File: src/rtl/manchester_tx.sv
// Manchester / load-modulation transmitter for 106 kbit/s card emulation.
// A frame is LEAD (1 cycle, subcarrier warm-up), SOC (a start bit modulated
// in its first half), one DATA period per bit (1 = loaded first half,
// 0 = loaded second half) and EOC (one unloaded bit period), then done.
// Input bits arrive over a valid/ready handshake into a 1-entry skid
// register, so the next bit can be collected while the current one is
// being modulated.
module manchester_tx #(
    // Carrier cycles per bit period; keep it a multiple of 32 so that each
    // modulated half (BIT_TICKS/2) spans a whole number of fc/16 periods and
    // therefore starts on a rising subcarrier edge.
    parameter int BIT_TICKS = 128
) (
    input  logic clk,
    input  logic rst,
    input  logic in_valid,
    input  logic in_data,
    input  logic in_last,
    output logic in_ready,
    input  logic subcarrier,
    output logic sc_en,
    output logic lm_out,
    output logic busy,
    output logic underrun,
    output logic done
);

    localparam int TW = (BIT_TICKS > 1) ? $clog2(BIT_TICKS) : 1;
    localparam logic [TW-1:0] TICK_LAST = TW'(BIT_TICKS - 1);
    localparam logic [TW-1:0] TICK_HALF = TW'(BIT_TICKS / 2);

    localparam logic [2:0] S_IDLE = 3'd0;
    localparam logic [2:0] S_LEAD = 3'd1;
    localparam logic [2:0] S_SOC  = 3'd2;
    localparam logic [2:0] S_DATA = 3'd3;
    localparam logic [2:0] S_EOC  = 3'd4;

    // Registered state
    logic [2:0]    state_q;
    logic [TW-1:0] tick_q;
    logic          skid_full_q;
    logic          skid_data_q;
    logic          skid_last_q;
    logic          cur_data_q;
    logic          cur_last_q;
    logic          last_acc_q;   // the frame's last bit has been taken in
    logic          mod_half_q;   // load during this cycle (before subcarrier gating)

    // Next-state values
    logic [2:0]    state_d;
    logic [TW-1:0] tick_d;
    logic          skid_full_d;
    logic          skid_data_d;
    logic          skid_last_d;
    logic          cur_data_d;
    logic          cur_last_d;
    logic          last_acc_d;
    logic          mod_half_d;

    logic          accept;
    logic          tick_end;
    logic          move;         // skid -> current bit at a bit boundary
    logic          underrun_c;
    logic          done_c;

    assign tick_end = (tick_q == TICK_LAST);
    assign accept   = in_valid && in_ready;

    // Ready: always in IDLE; during SOC/DATA only while there is room in the
    // skid register and the frame's last bit has not yet been collected.
    // Held low while rst is asserted so nothing is taken during reset.
    always_comb begin
        in_ready = 1'b0;
        if (!rst) begin
            if (state_q == S_IDLE)
                in_ready = 1'b1;
            else if ((state_q == S_SOC) || (state_q == S_DATA))
                in_ready = !skid_full_q && !last_acc_q;
        end
    end

    // Frame sequencing: next state, tick counter, bit-boundary decisions.
    always_comb begin
        state_d    = state_q;
        tick_d     = tick_end ? '0 : tick_q + TW'(1);
        move       = 1'b0;
        underrun_c = 1'b0;
        done_c     = 1'b0;

        case (state_q)
            S_IDLE: begin
                tick_d = '0;
                if (accept)
                    state_d = S_LEAD;
            end
            S_LEAD: begin
                tick_d  = '0;
                state_d = S_SOC;
            end
            S_SOC: begin
                if (tick_end) begin
                    move    = 1'b1;
                    state_d = S_DATA;
                end
            end
            S_DATA: begin
                if (tick_end) begin
                    if (cur_last_q) begin
                        state_d = S_EOC;
                    end else if (skid_full_q) begin
                        move = 1'b1;          // next DATA bit, tick wraps to 0
                    end else begin
                        underrun_c = 1'b1;    // nothing queued: close the frame
                        state_d    = S_EOC;
                    end
                end
            end
            S_EOC: begin
                if (tick_end) begin
                    done_c  = 1'b1;
                    state_d = S_IDLE;
                end
            end
            default: begin
                tick_d  = '0;
                state_d = S_IDLE;
            end
        endcase
    end

    // Skid / current-bit datapath. The boundary move is applied first and an
    // accept in the same cycle then writes the freed entry, so a bit is
    // never lost or duplicated when both happen together.
    always_comb begin
        skid_full_d = skid_full_q;
        skid_data_d = skid_data_q;
        skid_last_d = skid_last_q;
        cur_data_d  = cur_data_q;
        cur_last_d  = cur_last_q;
        last_acc_d  = last_acc_q;

        if (move) begin
            cur_data_d  = skid_data_q;
            cur_last_d  = skid_last_q;
            skid_full_d = 1'b0;
        end

        if (accept) begin
            skid_full_d = 1'b1;
            skid_data_d = in_data;
            skid_last_d = in_last;
            // A new frame starts from a clean last flag.
            last_acc_d  = (state_q == S_IDLE) ? in_last : (last_acc_q | in_last);
        end

        // Leaving the frame: drop anything left over so the next frame
        // starts from an empty buffer.
        if (done_c) begin
            skid_full_d = 1'b0;
            last_acc_d  = 1'b0;
        end
    end

    // Modulation envelope for the cycle after this edge, derived from the
    // state/tick/bit that will be current then, so lm_out lines up exactly
    // with the bit-period boundaries.
    always_comb begin
        mod_half_d = 1'b0;
        case (state_d)
            S_SOC:   mod_half_d = (tick_d < TICK_HALF);
            S_DATA:  mod_half_d = cur_data_d ? (tick_d < TICK_HALF)
                                             : (tick_d >= TICK_HALF);
            default: mod_half_d = 1'b0;
        endcase
    end

    // State registers with synchronous reset; reset aborts any frame at once.
    always_ff @(posedge clk) begin
        if (rst) begin
            state_q     <= S_IDLE;
            tick_q      <= '0;
            skid_full_q <= 1'b0;
            skid_data_q <= 1'b0;
            skid_last_q <= 1'b0;
            cur_data_q  <= 1'b0;
            cur_last_q  <= 1'b0;
            last_acc_q  <= 1'b0;
            mod_half_q  <= 1'b0;
        end else begin
            state_q     <= state_d;
            tick_q      <= tick_d;
            skid_full_q <= skid_full_d;
            skid_data_q <= skid_data_d;
            skid_last_q <= skid_last_d;
            cur_data_q  <= cur_data_d;
            cur_last_q  <= cur_last_d;
            last_acc_q  <= last_acc_d;
            mod_half_q  <= mod_half_d;
        end
    end

    // Status and drive outputs. Pulses are masked during reset so an abort
    // never reports completion or starvation.
    assign busy     = (state_q != S_IDLE);
    assign sc_en    = (state_q == S_LEAD) || (state_q == S_SOC) || (state_q == S_DATA);
    assign underrun = underrun_c && !rst;
    assign done     = done_c && !rst;

    // Load modulation is the envelope gated by the subcarrier, nothing else.
    assign lm_out   = mod_half_q & subcarrier;

endmodule

File: config.mk
export PLATFORM = sky130hd
export DESIGN_NAME = manchester_tx
export DESIGN_NICKNAME = d
export VERILOG_FILES = /design/src/rtl/manchester_tx.sv
export SDC_FILE = /design/constraint.sdc
export NUM_CORES = 1
export LEC_CHECK = 0
export BUFFER_PORTS_ARGS = -buffer_cell sky130_fd_sc_hd__buf_2
export CORE_MARGIN = 3
export CORE_UTILIZATION = 48
export DETAILED_ROUTE_END_ITERATION = 16
export PLACE_DENSITY_LB_ADDON = 0.05
export SLEW_MARGIN = 20
export SYNTH_ARGS = -nofsm -noshare
export SYNTH_HDL_FRONTEND = slang
export SYNTH_SLANG_ARGS = --single-unit
export TNS_END_PERCENT = 100
File: constraint.sdc
create_clock -name clk -period 1.8 [get_ports clk]
set_clock_uncertainty 0.05 [all_clocks]
set_input_delay 0.09 -clock clk [delete_from_list [all_inputs] [get_ports clk]]
set_output_delay 0.09 -clock clk [all_outputs]
set_load 0.01 [all_outputs]
==> metrics.md <==
| Metric | Value |
|---|---|
| Result of the run | `complete, no violations` |
| Total power | `0.0006730 W` |
| Share of the cycle needed by the critical path after routing | `96.83%` |
| Total Die Area | `0.002171 sq mm` |
| Tot GR Track Use | `17.29%` |
| Initial antenna violation count | `0` |
| Iteration count of the initial detailed-routing pass | `4` |
| Placed instance count | `123` |
| Area added between synthesis and finish | `24.05%` |
| Relative slew slack | `76.87%` |
| # nets final | `123` |
| Cell internal pwr | `0.0005037 W` |
| Final Max Slew Viols | `0` |
| TritonCTS clock tree | `done` |
| Met3 routed wirelength | `92 um` |
| Number of global-route vias before repair | `618` |
| Switching component of the power | `0.0001693 W` |
| Count of endpoints failing hold in the final timing report | `0` |
| Starting utilization of the core area | `51.89%` |
| Largest net degree at the start of global routing | `13` |
| Fill cell total of the finished layout | `137` |
| Critical Path, Cell by Cell | `ha_4 > nand4_1 > a2111o_1 > mux2i_2 > a211o_1 > and3_1` |
| Max Clk Rate | `573.7 MHz` |
| Met1 Wirelength | `810 um` |
| Clk root buf | `clkbuf_4` |
| Area of the core region | `0.001524 sq mm` |
| Most common cell in the netlist | `dfxtp_1` |
| I/O pin count | `12` |
| Register bit count reported by yosys | `17` |
| Clock insertion delay at the later pin of the skew report | `0.29 ns` |
| Routed vias | `725` |
| Count of synthesis-stage warnings from yosys | `0` |
| Fin Setup TNS | `0 ns` |
| Setup slack at placement | `0.05609 ns` |
| Max Used Layer | `met4` |
| Number of enable flip-flop cells after synthesis | `0` |
| Mapped Avg Cell Area | `8.503 sq um` |
| H-tree lvl count | `1` |
| Antenna-violating nets left | `0` |
| Area share of the largest cell type after synthesis | `43.04%` |
| Global placer's final weighted congestion | `0.8293` |
| Startpoint types | `flop` |
| Top cells by count, synth | `dfxtp_1 (17), nor2_1 (14), nand2_1 (10)` |
| Power density normalized to cell area | `686.1 mW/mm^2` |
| HPWL after detailed placement | `1.247 mm` |
| Most area-consuming cells after synthesis | `dfxtp_1 (43%), nor2_1 (6.6%), nand3_1 (5.7%)` |
| Buffers added on ports | `11` |
| Most frequently used flop master after synthesis | `dfxtp_1` |
| Height of the die | `46.59 um` |
| Ratio of routed vias to standard cells | `5.534` |
| Clock buffers created by TritonCTS | `3` |
| Worst Path Max Fanout | `3` |
| Synthesized netlist net count | `100` |
| Setup-violating endpoint count in the final report | `0` |
| # rows | `14` |
| Worst min-delay path class | `in2reg` |
| Crit end category | `flop` |
| Iteration-0 DRC Markers | `26` |
| Start-to-end type of the worst setup path | `reg2reg` |
| Share of synthesized area occupied by flip-flops and latches | `43.04%` |
| Clock share of power | `30.6%` |
| Routed wire length | `1.717 mm` |
| Static Leakage | `0.3741 nW` |
| Actual transition at the worst max-transition pin | `0.3457 ns` |
| CTS max path bufs | `2` |
| Met2 wirelength from detailed routing | `791 um` |
| Sequential cell fraction of total power | `58.6%` |
| Clock-pin slew on the worst setup and hold paths | `0.11 ns` |
| Critical Path RT | `1.93 ns` |
| Cell area after technology mapping | `790.8 sq um` |
| Library cells used by synthesis | `33` |
| Comb pwr share | `10.8%` |
| Data arrival time of the critical path | `1.88 ns` |
| Final routed DRC violation total | `0` |
| Fraction of synthesis flops using an asynchronous set or reset pin | `0%` |
| Non-filler instance count after layout | `131` |
| Fraction of power spent switching nets | `25.16%` |
| Cell with the largest stage delay on the worst path | `a2111o_1` |
| Clock net sink count | `17` |
| Worst-case setup margin in the final layout | `0.05706 ns` |
| Top cell type by total area after synthesis | `dfxtp_1` |
| Minimum clock period after layout | `1.743 ns` |
| Synthesized netlist cell count | `93` |
| Residual overflow from global routing | `0` |
| Share of cells above drive strength 1 | `26.96%` |
| Wire length of the first global-routing pass | `2.656 mm` |
| Diodes inserted | `0` |
| Reported max-cap violation count | `0` |
| Setup repair after global routing missed its margin | `no` |
| DIE WIDTH | `46.59 um` |
| Max IR drop VDD | `0.6012 mV` |
| Wire length per cell after detailed routing | `13.11 um` |
| Longest individual stage delay on the worst path | `0.41 ns` |
## power groups by stage
stage               registers (W)  clock network (W)  logic (W)
global route             0.000396           0.000224  0.0000798
CTS                      0.000394           0.000207  0.0000690
detailed placement       0.000403                  0  0.0000673
floorplan                0.000402                  0  0.0000409
finish                   0.000395           0.000206  0.0000727
global placement         0.000403                  0  0.0000671
## timing repair
| action | CTS | global route |
|---|---|---|
| setup buffers | 0 | 3 |
| hold buffers | 1 | 0 |
| resized for setup | 0 | 7 |
| hold endpoints to repair | 1 | 0 |
| setup endpoints to repair | 0 | 2 |
## cells in the final DEF, fill, tap and decap left out, drive strengths merged, types with 2 or more instances in the layout
cell / instances
and2: 3
nor2: 14
buf: 19
xor2: 3
clkbuf: 4
nand2: 10
nand3: 9
o21ai: 2
a21oi: 6
nor2b: 2
xnor2: 2
dfxtp: 17
nand2b: 3
and4: 2
## routing by layer
metal | vias up | track usage (%)
li1 | 376 | -
met1 | 325 | 23.49
met2 | 20 | 27.20
met3 | 4 | 3.516
met4 | 0 | 5.114
met5 | - | 0
## through the flow
stage	area (sq um)	utilization [%]	hold slack, ns
finish	980.9	64.37	0.008082
global route	980.9	64.37	0.02408
global placement	897.1	58.87	0.2574
detailed placement	897.1	58.87	0.2616
floorplan	793.3	-	0.1629
CTS	933.4	61.25	0.009699
## worst max-delay path: cells and delay by family, from the launching register on
kind | cells | cell delay, ns
simple gates | 2 | 0.24
fa+ha+maj | 1 | 0.13
mux | 1 | 0.19
compound gates | 2 | 0.67
flops | 1 | 0.36
## sequential cells by signal, summed over array words and instances, names as in the netlist
register / cells
tick_q: 7
state_q: 3
cur_data_q: 1
cur_last_q: 1
last_acc_q: 1
mod_half_q: 1
skid_data_q: 1
skid_full_q: 1
skid_last_q: 1
## cell type report
cell class | instances | area, sq um | share of cell area, %
flip-flops and latches | 17 | 342.8 | 34.95
multi-input cells | 74 | 466.7 | 47.58
repair buffers | 20 | 125.1 | 12.76
well taps | 16 | 20.02 | 2.041
clock buffers | 4 | 26.28 | 2.679
## cells by family after synthesis
| group | Yosys count | synth area share [%] |
|---|---|---|
| mux | 1 | 1.740 |
| buf+inv | 2 | 1.107 |
| compound gates | 16 | 13.93 |
| fa+ha+maj | 1 | 1.582 |
| flops | 17 | 43.04 |
| simple gates | 51 | 33.07 |
| xor+xnor | 5 | 5.539 |
## path summary, 6_finish.rpt
| path | startpoint | end | slack (ns) | depth (start not counted) |
|---|---|---|---|---|
| worst max register to register | tick_q[0] | mod_half_q | 0.06 | 6 |
| worst max-delay path | tick_q[0] | mod_half_q | 0.06 | 6 |
| worst min-delay path | in_last | skid_last_q | 0.008 | 3 |
| worst min register to register | tick_q[0] | tick_q[0] | 0.40 | 1 |
Note: power is estimated with default switching activity, not from simulation.
